## src/rtl/cu_channel_responder_if.sv

```systemverilog
// Parallel-channel tag and bus bundle between a channel and a control unit.
//
// Channel -> CU : bus_out[7:0], bus_out_parity, operational_out, select_out,
//                 hold_out, address_out, command_out, service_out
// CU -> Channel : bus_in[7:0], bus_in_parity, operational_in, select_in,
//                 address_in, status_in, service_in, request_in
//
// modport master : channel side (drives the *_out signals)
// modport slave  : control-unit side (drives the *_in signals)
interface cu_channel_responder_if;
    logic [7:0] bus_out;
    logic       bus_out_parity;
    logic       operational_out;
    logic       select_out;
    logic       hold_out;
    logic       address_out;
    logic       command_out;
    logic       service_out;

    logic [7:0] bus_in;
    logic       bus_in_parity;
    logic       operational_in;
    logic       select_in;
    logic       address_in;
    logic       status_in;
    logic       service_in;
    logic       request_in;

    modport master (
        output bus_out, bus_out_parity, operational_out, select_out, hold_out,
               address_out, command_out, service_out,
        input  bus_in, bus_in_parity, operational_in, select_in, address_in,
               status_in, service_in, request_in
    );

    modport slave (
        input  bus_out, bus_out_parity, operational_out, select_out, hold_out,
               address_out, command_out, service_out,
        output bus_in, bus_in_parity, operational_in, select_in, address_in,
               status_in, service_in, request_in
    );
endinterface

```

## src/rtl/cu_channel_responder.sv

```systemverilog
// Control-unit-side endpoint of the parallel channel. Answers initial
// selection, takes the command byte, presents initial status, moves data
// bytes in either direction and presents ending status, then disconnects.
//
// Parameters:
//   DEV_ADDR    - device address answered on bus_out
//   PASS_SELECT - 1: propagate select_out to select_in when not addressed
// Ports:
//   clk, reset_n (async, active low), enable
//   ch           - channel tags/bus (cu_channel_responder_if.slave)
//   cmd/cmd_valid            - latched command byte, one-cycle pulse
//   status/status_valid      - initial or ending status from the device
//   rd_data/rd_valid/rd_ready- read-direction byte, rd_ready pulses when taken
//   wr_req/wr_data/wr_valid  - write-direction request, received byte + pulse
//   end_req                  - device ready to present ending status
//   stop                     - pulse: channel answered service_in with command_out
//   busy                     - responder not idle
//   parity_err               - sticky bus_out parity error
// Build option:
//   CU_PARITY_CHECK_EN - check bus_out_parity on address, command and write
//                        bytes; without it parity_err stays 0.
module cu_channel_responder #(
    parameter logic [7:0] DEV_ADDR    = 8'h00,
    parameter bit         PASS_SELECT = 1'b1
) (
    input  logic                    clk,
    input  logic                    reset_n,
    input  logic                    enable,
    cu_channel_responder_if.slave   ch,
    output logic [7:0]              cmd,
    output logic                    cmd_valid,
    input  logic [7:0]              status,
    input  logic                    status_valid,
    input  logic [7:0]              rd_data,
    input  logic                    rd_valid,
    output logic                    rd_ready,
    input  logic                    wr_req,
    output logic [7:0]              wr_data,
    output logic                    wr_valid,
    input  logic                    end_req,
    output logic                    stop,
    output logic                    busy,
    output logic                    parity_err
);

    typedef enum logic [3:0] {
        S_IDLE, S_PASS, S_ADDR, S_CMDW, S_ISTAT,
        S_OUTW, S_DATA, S_SVC, S_ESTAT, S_DISC
    } state_t;

    state_t     state_q, after_q;
    logic [7:0] bus_in_q;
    logic       op_in_q, sel_in_q, addr_in_q, stat_in_q, svc_in_q, req_in_q;
    logic       live_q;
    logic [7:0] cmd_q, wr_data_q;
    logic       cmd_valid_q, rd_ready_q, wr_valid_q, stop_q;
    logic       svc_write_q;
    logic       par_err_q;

    logic       par_ok;
    logic       addr_hit;
    logic       sel_req;
    logic       unused_hold;

`ifdef CU_PARITY_CHECK_EN
    assign par_ok = (ch.bus_out_parity == ~^ch.bus_out);
`else
    logic unused_parity;
    assign par_ok        = 1'b1;
    assign unused_parity = ch.bus_out_parity;
`endif

    assign unused_hold = ch.hold_out;
    assign sel_req     = ch.operational_out & ch.address_out & ch.select_out;
    assign addr_hit    = (ch.bus_out == DEV_ADDR);

    always_ff @(posedge clk or negedge reset_n) begin
        if (!reset_n) begin
            state_q     <= S_IDLE;
            after_q     <= S_IDLE;
            bus_in_q    <= '0;
            op_in_q     <= 1'b0;
            sel_in_q    <= 1'b0;
            addr_in_q   <= 1'b0;
            stat_in_q   <= 1'b0;
            svc_in_q    <= 1'b0;
            req_in_q    <= 1'b0;
            live_q      <= 1'b0;
            cmd_q       <= '0;
            wr_data_q   <= '0;
            cmd_valid_q <= 1'b0;
            rd_ready_q  <= 1'b0;
            wr_valid_q  <= 1'b0;
            stop_q      <= 1'b0;
            svc_write_q <= 1'b0;
            par_err_q   <= 1'b0;
        end else begin
            live_q      <= 1'b1;
            cmd_valid_q <= 1'b0;
            rd_ready_q  <= 1'b0;
            wr_valid_q  <= 1'b0;
            stop_q      <= 1'b0;
            req_in_q    <= 1'b0;

            if (!enable || !ch.operational_out) begin
                // Disable and channel abort share the teardown; only a
                // disabled unit keeps the select chain alive.
                state_q   <= S_IDLE;
                bus_in_q  <= '0;
                op_in_q   <= 1'b0;
                addr_in_q <= 1'b0;
                stat_in_q <= 1'b0;
                svc_in_q  <= 1'b0;
                sel_in_q  <= ~enable & ch.select_out;
            end else begin
                case (state_q)
                    S_IDLE: begin
                        sel_in_q <= 1'b0;
                        if (sel_req) begin
                            if (addr_hit && par_ok) begin
                                op_in_q   <= 1'b1;
                                addr_in_q <= 1'b1;
                                bus_in_q  <= DEV_ADDR;
                                par_err_q <= 1'b0;
                                state_q   <= S_ADDR;
                            end else begin
                                // Matching address with bad parity lands here.
                                if (addr_hit) par_err_q <= 1'b1;
                                sel_in_q <= PASS_SELECT;
                                state_q  <= S_PASS;
                            end
                        end else begin
                            req_in_q <= end_req | rd_valid;
                        end
                    end
                    S_PASS: begin
                        sel_in_q <= PASS_SELECT & ch.select_out;
                        if (!ch.select_out) state_q <= S_IDLE;
                    end
                    S_ADDR: begin
                        if (ch.command_out) begin
                            cmd_q       <= ch.bus_out;
                            cmd_valid_q <= 1'b1;
                            addr_in_q   <= 1'b0;
                            bus_in_q    <= '0;
                            if (!par_ok) par_err_q <= 1'b1;
                            state_q     <= S_CMDW;
                        end
                    end
                    S_CMDW: begin
                        if (!ch.command_out && status_valid) begin
                            bus_in_q  <= status;
                            stat_in_q <= 1'b1;
                            state_q   <= S_ISTAT;
                        end
                    end
                    S_ISTAT: begin
                        // command_out wins over service_out (stacked status).
                        if (ch.command_out || ch.service_out) begin
                            stat_in_q <= 1'b0;
                            bus_in_q  <= '0;
                            if (ch.command_out || bus_in_q[3]) after_q <= S_DISC;
                            else                               after_q <= S_DATA;
                            state_q   <= S_OUTW;
                        end
                    end
                    S_OUTW: begin
                        if (!ch.service_out && !ch.command_out) state_q <= after_q;
                    end
                    S_DATA: begin
                        if (end_req) begin
                            if (status_valid) begin
                                bus_in_q  <= status;
                                stat_in_q <= 1'b1;
                                state_q   <= S_ESTAT;
                            end
                        end else if (rd_valid) begin
                            bus_in_q    <= rd_data;
                            svc_in_q    <= 1'b1;
                            rd_ready_q  <= 1'b1;
                            svc_write_q <= 1'b0;
                            state_q     <= S_SVC;
                        end else if (wr_req) begin
                            svc_in_q    <= 1'b1;
                            svc_write_q <= 1'b1;
                            state_q     <= S_SVC;
                        end
                    end
                    S_SVC: begin
                        if (ch.command_out || ch.service_out) begin
                            if (ch.command_out) begin
                                stop_q <= 1'b1;
                            end else if (svc_write_q) begin
                                wr_data_q  <= ch.bus_out;
                                wr_valid_q <= 1'b1;
                                if (!par_ok) par_err_q <= 1'b1;
                            end
                            svc_in_q <= 1'b0;
                            bus_in_q <= '0;
                            after_q  <= S_DATA;
                            state_q  <= S_OUTW;
                        end
                    end
                    S_ESTAT: begin
                        if (ch.command_out || ch.service_out) begin
                            stat_in_q <= 1'b0;
                            bus_in_q  <= '0;
                            after_q   <= S_DISC;
                            state_q   <= S_OUTW;
                        end
                    end
                    S_DISC: begin
                        op_in_q  <= 1'b0;
                        bus_in_q <= '0;
                        state_q  <= S_IDLE;
                    end
                    default: state_q <= S_IDLE;
                endcase
            end
        end
    end

    // Parity is forced low only while held in reset so every output reads 0.
    assign ch.bus_in_parity  = live_q & ~^bus_in_q;
    assign ch.bus_in         = bus_in_q;
    assign ch.operational_in = op_in_q;
    assign ch.select_in      = sel_in_q;
    assign ch.address_in     = addr_in_q;
    assign ch.status_in      = stat_in_q;
    assign ch.service_in     = svc_in_q;
    assign ch.request_in     = req_in_q;

    assign cmd        = cmd_q;
    assign cmd_valid  = cmd_valid_q;
    assign rd_ready   = rd_ready_q;
    assign wr_data    = wr_data_q;
    assign wr_valid   = wr_valid_q;
    assign stop       = stop_q;
    assign busy       = (state_q != S_IDLE);
    assign parity_err = par_err_q;

endmodule

```

## src/flat_wrapper.sv

```systemverilog
// flat-port wrapper written by rule: the top's interface ports become plain ports
module cu_channel_responder_flat 
#(
    parameter logic [7:0] DEV_ADDR    = 8'h00,
    parameter bit         PASS_SELECT = 1'b1
)
  (clk, reset_n, enable, cmd, cmd_valid, status, status_valid, rd_data, rd_valid, rd_ready, wr_req, wr_data, wr_valid, end_req, stop, busy, parity_err, ch_bus_out, ch_bus_out_parity, ch_operational_out, ch_select_out, ch_hold_out, ch_address_out, ch_command_out, ch_service_out, ch_bus_in, ch_bus_in_parity, ch_operational_in, ch_select_in, ch_address_in, ch_status_in, ch_service_in, ch_request_in);
  cu_channel_responder_if ch_i ();
  input  logic clk;
  input  logic reset_n;
  input  logic enable;
  output logic [7:0] cmd;
  output logic cmd_valid;
  input  logic [7:0] status;
  input  logic status_valid;
  input  logic [7:0] rd_data;
  input  logic rd_valid;
  output logic rd_ready;
  input  logic wr_req;
  output logic [7:0] wr_data;
  output logic wr_valid;
  input  logic end_req;
  output logic stop;
  output logic busy;
  output logic parity_err;
  input wire logic [$bits(ch_i.bus_out)-1:0] ch_bus_out;
  input wire logic [$bits(ch_i.bus_out_parity)-1:0] ch_bus_out_parity;
  input wire logic [$bits(ch_i.operational_out)-1:0] ch_operational_out;
  input wire logic [$bits(ch_i.select_out)-1:0] ch_select_out;
  input wire logic [$bits(ch_i.hold_out)-1:0] ch_hold_out;
  input wire logic [$bits(ch_i.address_out)-1:0] ch_address_out;
  input wire logic [$bits(ch_i.command_out)-1:0] ch_command_out;
  input wire logic [$bits(ch_i.service_out)-1:0] ch_service_out;
  output wire logic [$bits(ch_i.bus_in)-1:0] ch_bus_in;
  output wire logic [$bits(ch_i.bus_in_parity)-1:0] ch_bus_in_parity;
  output wire logic [$bits(ch_i.operational_in)-1:0] ch_operational_in;
  output wire logic [$bits(ch_i.select_in)-1:0] ch_select_in;
  output wire logic [$bits(ch_i.address_in)-1:0] ch_address_in;
  output wire logic [$bits(ch_i.status_in)-1:0] ch_status_in;
  output wire logic [$bits(ch_i.service_in)-1:0] ch_service_in;
  output wire logic [$bits(ch_i.request_in)-1:0] ch_request_in;
  assign ch_i.bus_out = ch_bus_out;
  assign ch_i.bus_out_parity = ch_bus_out_parity;
  assign ch_i.operational_out = ch_operational_out;
  assign ch_i.select_out = ch_select_out;
  assign ch_i.hold_out = ch_hold_out;
  assign ch_i.address_out = ch_address_out;
  assign ch_i.command_out = ch_command_out;
  assign ch_i.service_out = ch_service_out;
  assign ch_bus_in = ch_i.bus_in;
  assign ch_bus_in_parity = ch_i.bus_in_parity;
  assign ch_operational_in = ch_i.operational_in;
  assign ch_select_in = ch_i.select_in;
  assign ch_address_in = ch_i.address_in;
  assign ch_status_in = ch_i.status_in;
  assign ch_service_in = ch_i.service_in;
  assign ch_request_in = ch_i.request_in;
  cu_channel_responder #(.DEV_ADDR(DEV_ADDR), .PASS_SELECT(PASS_SELECT)) u_core (.clk(clk), .reset_n(reset_n), .enable(enable), .ch(ch_i), .cmd(cmd), .cmd_valid(cmd_valid), .status(status), .status_valid(status_valid), .rd_data(rd_data), .rd_valid(rd_valid), .rd_ready(rd_ready), .wr_req(wr_req), .wr_data(wr_data), .wr_valid(wr_valid), .end_req(end_req), .stop(stop), .busy(busy), .parity_err(parity_err));
endmodule
```

## config.mk

```make
export PLATFORM = sky130hd
export DESIGN_NAME = cu_channel_responder_flat
export DESIGN_NICKNAME = d
export VERILOG_FILES = /design/src/rtl/cu_channel_responder_if.sv /design/src/rtl/cu_channel_responder.sv /design/src/flat_wrapper.sv
export SDC_FILE = /design/constraint.sdc
export NUM_CORES = 1
export LEC_CHECK = 0
export BUFFER_PORTS_ARGS = -buffer_cell sky130_fd_sc_hd__buf_2
export CORE_AREA = 8 8 88 71
export DETAILED_ROUTE_END_ITERATION = 8
export DIE_AREA = 0 0 96 79
export GPL_TIMING_DRIVEN = 0
export PLACE_DENSITY = 0.83
export SYNTH_ARGS = -nofsm -noshare
export SYNTH_HDL_FRONTEND = slang
export SYNTH_SLANG_ARGS = --single-unit
```

## constraint.sdc

```tcl
create_clock -name clk -period 2.62 [get_ports clk]
set_clock_uncertainty 0.1 [all_clocks]
set_input_delay 0.524 -clock clk [delete_from_list [all_inputs] [get_ports clk]]
set_output_delay 0.524 -clock clk [all_outputs]
set_load 0.05 [all_outputs]
```

# Yosys cells after proc, flatten, opt, wreduce, memory -nomap -nowiden
# Index checks and enable logic that the tools add are counted.
# word_totals
regBits	44
in_bits	38
# op_classes
n_eq_ne	28
muxes	69
n_bitwise	9
reduce_logical	33
# ops
op	count
8-bit two-way mux	9
4-bit two-way mux	15
8-bit one-hot mux with 6 select lines	1
1-bit two-way mux	36
4-bit one-hot mux with 7 select lines	1
3-bit by 1-bit inequality test with 1-bit output (second input constant)	7
4-bit by 3-bit equality test with 1-bit output (second input constant)	4
8-bit AND reduction	2
3-bit by 2-bit inequality test with 1-bit output (second input constant)	5
5-bit AND reduction	3
3-bit nonzero test	5
4-bit by 3-bit inequality test with 1-bit output (second input constant)	3
4-bit one-hot mux with 3 select lines	1
4-bit AND reduction	3
4-bit by 2-bit equality test with 1-bit output (second input constant)	2
4-bit equality test (second input constant)	2
8-bit logical NOT	1
1-bit one-hot mux with 2 select lines	4
4-bit nonzero test	2
8-bit XNOR reduction	1
7-bit nonzero test	1
2-bit by 1-bit inequality test with 1-bit output (second input constant)	3
3-bit AND reduction	2
5-bit by 4-bit inequality test with 1-bit output (second input constant)	1
13 further kinds	25

# Logic depth before layout (Yosys ltp)
# Gate-level depths: netlist of the first run.
# logic_depth
ltp_word	5
mapped_depth	7

# Worst setup path before layout of the first run
# OpenSTA, ideal clock, no wires.
# synth_path
path_kind	register to output
startpoint	register u_core.bus_in_q[3], in the netlist u_core.ch.bus_in[3]
endpoint	output ch_bus_in_parity
arrival_time_ns	1.557
path_slack_ns	0.439
stages_incl_launch_ff	5
path_buffers	0
cell_sequence	dfrtp_1 > xnor2_1 > xnor2_1 > xnor2_1 > and2_1
# synth_between
elab_chain_len	2
# synth_lines
item	line	source
start, declared	cu_channel_responder.sv:52	logic [7:0] bus_in_q;
start signal, assigned	cu_channel_responder.sv:152	bus_in_q <= status;
start signal, assigned	cu_channel_responder.sv:173	bus_in_q <= status;
start signal, assigned	cu_channel_responder.sv:178	bus_in_q <= rd_data;
8-bit XNOR reduction	cu_channel_responder.sv:224	assign ch.bus_in_parity = live_q & ~^bus_in_q;
1-bit AND	cu_channel_responder.sv:224	
end, declared	flat_wrapper.sv:35	output wire logic [$bits(ch_i.bus_in_parity)-1:0] ch_bus_in_parity;
# No other way between the ends.

# Final worst setup path of the first run
# layout_path
startpoint	register u_core.state_q[3]
endpoint	register u_core.wr_data_q[4], in the netlist u_core.wr_data[4]
# layout_between
elab_chain_len	2
# layout_lines
item	line	source
start, declared	cu_channel_responder.sv:51	state_t state_q, after_q;
start signal, assigned	cu_channel_responder.sv:168	if (!ch.service_out && !ch.command_out) state_q <= after_q;
4-bit by 3-bit equality test with 1-bit output	cu_channel_responder.sv:116	case (state_q)
5-bit AND reduction (no source line)	n/a	
end signal, assigned	cu_channel_responder.sv:194	wr_data_q <= ch.bus_out;
end, declared	cu_channel_responder.sv:55	logic [7:0] cmd_q, wr_data_q;
# No other way between the ends.
# A chain may end at the register's enable or synchronous reset.

==> metrics.txt, run 1 <==
status=finished clean; top cells by area, synth=dfrtp_1 45%, mux2_2 8.2%, mux2_4 5.2%, nor2_1 3.4%, a22oi_1 2.9%; top_reg_cell synth=dfrtp_1; vias in the first global route=2085; number of distinct library cells after synthesis=56; Avg WL per Cell=17.4 um; Final Cycle Share=90.6%; total gr overflow=0; Post-Synth Simple-Gate Area=15.1%; Core ar.=4980 um2; routed wire length=6.19 mm; Power Density=444 nW/um2; leak pwr=1.43 nW; CTS-repair resized insts=0; ANT cells=0; clk buf depth=2; synth cell count leaders=42 x dfrtp_1, 21 x nor2_1, 17 x mux2_2; Cells after Synth=216; drt pass-1 iters=6; Post-Route M1 WL=2.66 mm; Synth Register Bits=42; total of max-cap violations=0; initial antenna violation count=0; Crit path largest cell delay=710 ps; post-CTS setup buffers=0; CTS tree=yes; cell accounting for the most synthesized area=dfrtp_1; Syn Nets=254; cell row count=23; Worst Tran Pin Value=910 ps; Total GRT Usage=16.4%; met2 routed WL=2.85 mm; final core occ=57.2%; R2R Path Start=u_core.state_q[3]$_DFFE_PN0P_; WS Path Type=flip-flop to flip-flop; CP max stage cell=nor3_2; layout cells sized above 1=42.0%; Startpoint Class=flip-flop; Top Metal Used=met4; number of enable flip-flop cells after synthesis=0; IO Pins=75; CP endpoint kind=flip-flop; critical path fanouts, max=10; Synth Area in Compound Gates=17.4%; vias per inst=5.66; Rel. slew slack=39.3%; CTS sink cnt=42; GP Congestion=0.920; Final Hold Fails=0; RSZ-0062 raised after global routing=no; Clock Tree Root=clkbuf_8; Peak VDD IR=338 uV; Num CTS Buffers=5; cts hold-fix bufs=0; H-tree levels=2; share of the synthesized area in the top cell type=45.1%; final net count=330; HP Class=input port to async pin; post-synthesis adder-cell area fraction=0%; Fin Hold WS=254 ps; Final Total Pwr=1.26 mW; worst path cell trace=clkbuf_1 > nand4b_1 > nor3_2 > mux2_2; Final ANT Viol Nets=0; largest net degree at the start of global routing=43; Max Fclk=0.421 GHz; synthesized cell area=2330 um2; fin. max-slew vios=0; Final min period=2370 ps; Worst-Skew Late Latency=290 ps; # DRC=0; largest family of logic cells by synthesized area=compound AO/OA/AOI/OAI gates; clk slew on worst S/H paths=80 ps; Initial Util=46.8%; top-count cell post-synth=dfrtp_1; die area=7580 um2; Seq/Total Area, Yosys=45.1%; Critical Path RT=2700 ps; DR WL met3=617 um; multiplexer area fraction after synthesis=15.2%; Post-DP HPWL=4.73 mm; Critical Path AT=2450 ps; Synth Area in XOR/XNOR=3.01%; die height=79 um; Async SR Flop Fraction=100%; drt initial violations=206; PortBufs=69; Syn-to-layout area delta=22.1%; synth warn=0; DR vias=2010; post-synthesis area per instance=10.8 um2; crit path launch=u_core.state_q[3]$_DFFE_PN0P_; first-pass GRT wire length=9.89 mm; die width=96 um; endpoints failing setup=0
-- power breakdown --
part	internal, mW	switching [mW]
combinational	0.0606	0.116
clock	0.191	0.236
sequential	0.655	0.00580
total	0.906	0.358
-- state kept, by name (all words and copies together) (netlist names) --
signal and cells:
u_core.cmd_valid 1, u_core.ch.status_in 1, u_core.state_q 4, u_core.svc_write_q 1, u_core.live_q 1, u_core.wr_valid 1, u_core.after_q 2, u_core.ch.operational_in 1
u_core.ch.address_in 1, u_core.ch.request_in 1, u_core.ch.select_in 1, u_core.ch.bus_in 8, u_core.rd_ready 1, u_core.stop 1, u_core.cmd 8, u_core.wr_data 8
u_core.ch.service_in 1
-- cell type report --
type / count / area [um2]
Fill cell: 461 / 2130
Multi-Input combinational cell: 156 / 1190
Sequential cell: 42 / 1050
Timing Repair Buffer: 69 / 345
Tap cell: 62 / 77.6
Buffer: 13 / 71.3
Clock buffer: 5 / 68.8
Clock inverter: 3 / 23.8
Inverter: 5 / 18.8
-- per-layer routing --
metal  up-vias  global-route usage [%]
met2       108                    25.4
met3         9                    5.27
met1       955                    21.6
li1        938                       -
met4         0                    3.83
met5         -                       0
-- critical path, delay by kind of cell, from the launching register on --
kind,cells,cell delay [ps]
multiplexers,1,420
AND/OR/NAND/NOR,2,1050
flip-flops,1,430
buffers and inverters,1,260
-- path summary, 6_finish.rpt --
check	end	slack [ps]	cells after the start
max in group asynchronous	u_core.state_q[2]$_DFFE_PN0P_	1600	1
setup reg to reg	u_core.wr_data[4]$_DFFE_PN0P_	250	4
setup / recovery	u_core.wr_data[4]$_DFFE_PN0P_	250	4
hold reg to reg	u_core.cmd[7]$_DFFE_PN0P_	410	1
min in group clk	u_core.cmd[5]$_DFFE_PN0P_	390	2
hold / removal	u_core.ch.select_in$_DFFE_PN0P_	250	1
-- metrics by stage --
step	cells	setup slack, ps	setup TNS, ps	cell area (um2)
after floorplan	216	439	0	2330
after global placement	347	52.4	0	2750
after detailed placement	347	-40.8	-304	2750
after CTS	355	259	0	2850
after global routing	355	156	0	2850
final	355	247	0	2850
-- kinds of logic (layout without fill, tap and decap cells) --
family | Yosys count | after routing
compound gates | 53 | 53
xor+xnor | 8 | 8
buf+inv | 18 | 95
flops | 42 | 42
mux | 29 | 29
other cells | 2 | 2
simple gates | 64 | 64
-- placed cells by master (no fill, tap or decap), types with 3 or more instances in the layout --
master	count
clkbuf_8	5
nor3_1	5
a21oi_1	8
buf_4	3
clkbuf_1	4
inv_1	5
nor2_1	21
nand2_1	8
o21ai_0	10
buf_2	72
mux2_2	17
nand3_1	5
xnor2_1	7
nor4_1	3
nor2b_1	4
a31oi_1	3
nand2b_1	4
dfrtp_1	42
mux2_4	8
a22oi_1	9
Power figures use the tool's default switching activity.
==> run 2: changes to the inputs <==
--- a/config.mk
+++ b/config.mk
@@ -5,10 +5,11 @@
 export SDC_FILE = /design/constraint.sdc
 export NUM_CORES = 1
 export LEC_CHECK = 0
+export ABC_AREA = 1
 export BUFFER_PORTS_ARGS = -buffer_cell sky130_fd_sc_hd__buf_2
-export CORE_AREA = 8 8 88 71
+export CORE_AREA = 8 8 90 72
 export DETAILED_ROUTE_END_ITERATION = 8
-export DIE_AREA = 0 0 96 79
+export DIE_AREA = 0 0 98 80
 export GPL_TIMING_DRIVEN = 0
 export PLACE_DENSITY = 0.83
 export SYNTH_ARGS = -nofsm -noshare
==> metrics.txt, run 2 <==
status=finished clean; top-count cell post-synth=nand2_1; CTS tree=yes; Core ar.=5090 um2; post-synthesis area per instance=7.00 um2; top_reg_cell synth=dfrtp_1; CTS-repair resized insts=0; # DRC=0; Total GRT Usage=17.8%; PortBufs=71; Final TNS setup=0 ps; routed wire length=7.00 mm; Synth Register Bits=42; GP Congestion=0.928; Syn Nets=389; Worst-Skew Late Latency=300 ps; cell row count=23; Avg WL per Cell=14.2 um; Final min period=2170 ps; Final ANT Viol Nets=0; area of the multi-input gates=1230 um2; final net count=467; non-filler cells, final=492; total gr overflow=0; largest net degree at the start of global routing=43; leak pwr=1.74 nW; synthesized cell area=2460 um2; Critical Path AT=1550 ps; vias in the first global route=2395; CP max stage cell=dfrtp_1; Rel. slew slack=36.9%; Final Cycle Share=82.9%; P_int=911 uW; worst path cell trace=xor2_1 > xnor2_1 > nor2_1 > nor2_1 > buf_2; drt pass-1 iters=5; synth warn=0; WS Path Type=flip-flop to output port; number of enable flip-flop cells after synthesis=0; commonest cells after routing, fill and taps aside=137 x nand2_1, 73 x buf_2, 42 x dfrtp_1, 36 x nor2_1, 27 x inv_1; Critical Path RT=2000 ps; Fillers=510; H-tree levels=2; Reg power frac=50.7%; synth cell count leaders=137 x nand2_1, 42 x dfrtp_1, 36 x nor2_1; Startpoint Class=flip-flop; critical path fanouts, max=3; Seq/Total Area, Yosys=42.8%; total of max-cap violations=0; most common cell after layout, fill and taps aside=nand2_1; CTS sink cnt=42; Cells after Synth=351; Sw Pwr=413 uW; Crit path largest cell delay=410 ps; DR vias=2507; Clock Tree Root=clkbuf_8; vias per inst=5.10; post-CTS setup buffers=0; final core occ=58.5%; Post-DP HPWL=5.50 mm; Clock power frac=32.8%; clk buf depth=2; number of distinct library cells after synthesis=29; first-pass GRT wire length=11.4 mm; CP endpoint kind=output port; fin. max-slew vios=0; endpoints failing setup=0; RSZ-0062 raised after global routing=no; Inst Count DP=484; share of the synthesized area in the top cell type=42.8%; Async SR Flop Fraction=100%; drt initial violations=208; Peak VDD IR=242 uV; top cells by area, synth=dfrtp_1 43%, nand2_1 21%, nor2_1 5.5%, inv_1 4.1%, nand3_1 3.9%; Worst Tran Pin Value=946 ps; ANT cells=0; IO Pins=75; Initial Util=48.2%; CP most frequent cell=nor2_1; combinational share of power=16.5%; HP Class=input port to async pin; Syn-to-layout area delta=21.2%; die area=7840 um2; clk slew on worst S/H paths=90 ps; Power Density=445 nW/um2; die width=98 um; storage element area=1050 um2; layout cells sized above 1=25.1%; die height=80 um; Num CTS Buffers=5; cts hold-fix bufs=0; Max Fclk=0.461 GHz; Sw Ratio=31.2%; Final Hold Fails=0; initial antenna violation count=0; cell accounting for the most synthesized area=dfrtp_1; Reg2Reg Depth=7
==> run 2: final timing paths <==
| path | slack, ps | endpoint | startpoint |
|---|---|---|---|
| setup reg to reg | 850 | u_core.svc_write_q$_DFFE_PN0P_ | u_core.state_q[3]$_DFFE_PN0P_ |
| hold / removal | 260 | u_core.ch.status_in$_DFFE_PN0P_ | reset_n |
| min in group clk | 370 | u_core.svc_write_q$_DFFE_PN0P_ | rd_valid |
| setup / recovery | 450 | ch_bus_in_parity | u_core.ch.bus_in[5]$_DFFE_PN0P_ |
| max in group asynchronous | 1560 | u_core.ch.bus_in[1]$_DFFE_PN0P_ | reset_n |
| hold reg to reg | 380 | u_core.ch.service_in$_DFFE_PN0P_ | u_core.ch.service_in$_DFFE_PN0P_ |
==> run 2: layer usage <==
layer / up-vias / global-route usage, % / routed length (um)
li1: 1250 / - / -
met3: 2 / 4.62 / 493
met5: - / 0 / 0
met2: 84 / 28.2 / 3310
met1: 1171 / 23.9 / 3170
met4: 0 / 3.72 / 25
==> run 2: area by class of cell <==
class	instances	share of cell area, %
clock inverter	3	0.630
tap	62	2.61
multi-input combinational	267	41.2
clock buffer	5	2.31
buffer	9	1.85
sequential	42	35.3
inverter	33	4.16
timing repair buffer	71	11.9
==> run 2: power by group through the flow <==
stage               clock network (mW)  logic [mW]  registers (mW)
global route                     0.470       0.239           0.673
global placement                     0       0.215           0.683
CTS                              0.435       0.219           0.671
floorplan                            0      0.0961           0.722
detailed placement                   0       0.218           0.684
finish                           0.435       0.219           0.671
==> run 2: stage by stage <==
step / worst slack [ps] / instance area (um2) / power (mW) / hold WS [ps]
2_1_floorplan: 273 / 2460 / 0.818 / 128
3_3_place_gp: 612 / 2890 / 0.899 / 367
3_5_place_dp: 584 / 2890 / 0.902 / 366
4_1_cts: 439 / 2980 / 1.33 / 301
5_1_grt: 333 / 2980 / 1.38 / 327
6_report: 449 / 2980 / 1.32 / 263
==> run 2: kinds of logic after synthesis <==
kind of cell	Yosys count	synth area share (%)
buf+inv	42	7.28
flops	42	42.8
other cells	2	0.306
compound gates	45	9.57
mux	1	0.458
xor+xnor	6	2.14
simple gates	213	37.5
==> run 2: worst max-delay path: cells and delay by family, from the launching register on <==
family | cells | cell delay (ps)
XOR/XNOR | 2 | 400
flip-flops | 1 | 410
buffers and inverters | 1 | 270
AND/OR/NAND/NOR | 2 | 160
==> run 3: changes to the inputs <==
--- a/config.mk
+++ b/config.mk
@@ -7,11 +7,11 @@
 export LEC_CHECK = 0
 export ABC_AREA = 1
 export BUFFER_PORTS_ARGS = -buffer_cell sky130_fd_sc_hd__buf_2
-export CORE_AREA = 8 8 90 72
+export CORE_AREA = 8 8 94 75
 export DETAILED_ROUTE_END_ITERATION = 8
-export DIE_AREA = 0 0 98 80
+export DIE_AREA = 0 0 102 83
 export GPL_TIMING_DRIVEN = 0
-export PLACE_DENSITY = 0.83
+export PLACE_DENSITY = 0.8
 export SYNTH_ARGS = -nofsm -noshare
 export SYNTH_HDL_FRONTEND = slang
 export SYNTH_SLANG_ARGS = --single-unit
==> constraint.sdc (replaced) <==
create_clock -name clk -period 1.9 [get_ports clk]
set_clock_uncertainty 0.1 [all_clocks]
set_input_delay 0.38 -clock clk [delete_from_list [all_inputs] [get_ports clk]]
set_output_delay 0.38 -clock clk [all_outputs]
set_load 0.05 [all_outputs]
==> metrics.txt, run 3 (same netlist as run 2, synthesis figures left out) <==
leak pwr=1.79 nW; Crit path max-delay family=flip-flops; initial antenna violation count=0; Fillers=561; DP Worst Slack=60.4 ps; fin. max-slew vios=0; die height=83 um; final worst slack=-61.4 ps; largest net degree at the start of global routing=43; # DRC=0; die area=8470 um2; Initial Util=44.0%; Max Fclk=0.510 GHz; Final min period=1960 ps; first-pass GRT wire length=11.4 mm; CP max stage cell=dfrtp_1; Post-DP Area=2920 um2; Final Total Pwr=1.95 mW; status=finished, violations left; Rel. slew slack=39.2%; Total GRT Usage=16.5%; Critical Path AT=1480 ps; cell row count=24; commonest cells after routing, fill and taps aside=136 x nand2_1, 72 x buf_2, 41 x dfrtp_1, 34 x nor2_1, 27 x inv_1; drt pass-1 iters=5; CTS tree=yes; Peak VDD IR=482 uV; RSZ-0062 raised after global routing=yes; die width=102 um; Num CTS Buffers=5; Worst-Skew Late Latency=300 ps; Critical Path RT=1420 ps; vias per inst=4.89; final net count=470; endpoints failing setup=1; H-tree levels=2; Syn-to-layout area delta=26.9%; CTS sink cnt=42; Final ANT Viol Nets=0; area of the multi-input gates=1290 um2; Critical Path Stages=6; IO Pins=75; setup slack, reg-to-reg=120 ps; Reg2Reg Depth=8; Final Hold Fails=0; Clock Tree Root=clkbuf_8; final core occ=55.8%; worst path cell trace=xor2_2 > xnor2_2 > nand2_1 > nand2_2 > nor2_4 > buf_8; Worst Tran Pin Value=913 ps; WS Path Type=flip-flop to output port; most common cell after layout, fill and taps aside=nand2_1; Avg WL per Cell=13.2 um; Crit path largest cell delay=430 ps; Core ar.=5590 um2; total gr overflow=0; Power Density=625 nW/um2; DR vias=2501; ANT cells=0; final instance area=3120 um2; Worst Path Buf+Inv=1; clk slew on worst S/H paths=80 ps; failing checks=setup timing; layout cells sized above 1=27.9%; storage element area=1050 um2; critical path fanouts, max=3; Final Cycle Share=103%; Post-DP HPWL=5.24 mm; Startpoint Class=flip-flop; HP Class=input port to async pin; CP endpoint kind=output port; clk buf depth=2; vias in the first global route=2386; drt initial violations=155; PortBufs=71; total of max-cap violations=0; GP Congestion=0.998; routed wire length=6.77 mm
run 3: final timing paths:
| kind | from | to |
|---|---|---|
| hold reg to reg | u_core.wr_data[4]$_DFFE_PN0P_ | u_core.wr_data[4]$_DFFE_PN0P_ |
| setup / recovery | u_core.ch.bus_in[5]$_DFFE_PN0P_ | ch_bus_in_parity |
| min in group clk | rd_valid | u_core.svc_write_q$_DFFE_PN0P_ |
| max in group asynchronous | reset_n | u_core.state_q[1]$_DFFE_PN0P_ |
| hold / removal | reset_n | u_core.ch.operational_in$_DFFE_PN0P_ |
| setup reg to reg | u_core.state_q[1]$_DFFE_PN0P_ | u_core.ch.bus_in[5]$_DFFE_PN0P_ |
run 3: area by class of cell:
class | instances | area share [%]
tap | 78 | 3.13
sequential | 42 | 33.7
inverter | 33 | 3.97
timing repair buffer | 74 | 12.4
clock buffer | 5 | 2.21
clock inverter | 3 | 1.40
buffer | 9 | 1.76
multi-input combinational | 267 | 41.4
run 3: metrics by stage:
step,instances,hold slack (ps),TNS [ps]
2_1_floorplan,351,-15.6,0
3_3_place_gp,500,355,0
3_5_place_dp,500,373,0
4_1_cts,509,146,-54.4
5_1_grt,511,182,-154
6_report,511,109,-61.4
run 3: power breakdown:
part	switching, mW	internal [mW]	total (mW)
logic	0.215	0.0873	0.302
clock network	0.328	0.394	0.722
registers	0.0140	0.913	0.927
total	0.556	1.39	1.95
run 3: what timing repair did:
action	4_1_cts	5_1_grt
endpoints found under the setup margin	2	3
gates resized for setup	6	7
pin swaps	5	7
hold buffers	0	0
buffers inserted	1	2
run 3: per-layer routing:
layer / track usage, % / part of all wire, % / vias up
met5: 0 / 0 / -
met4: 3.06 / 0.55 / 0
met3: 5.33 / 8.5 / 7
met2: 26.0 / 47 / 96
met1: 21.4 / 44 / 1137
li1: - / - / 1261
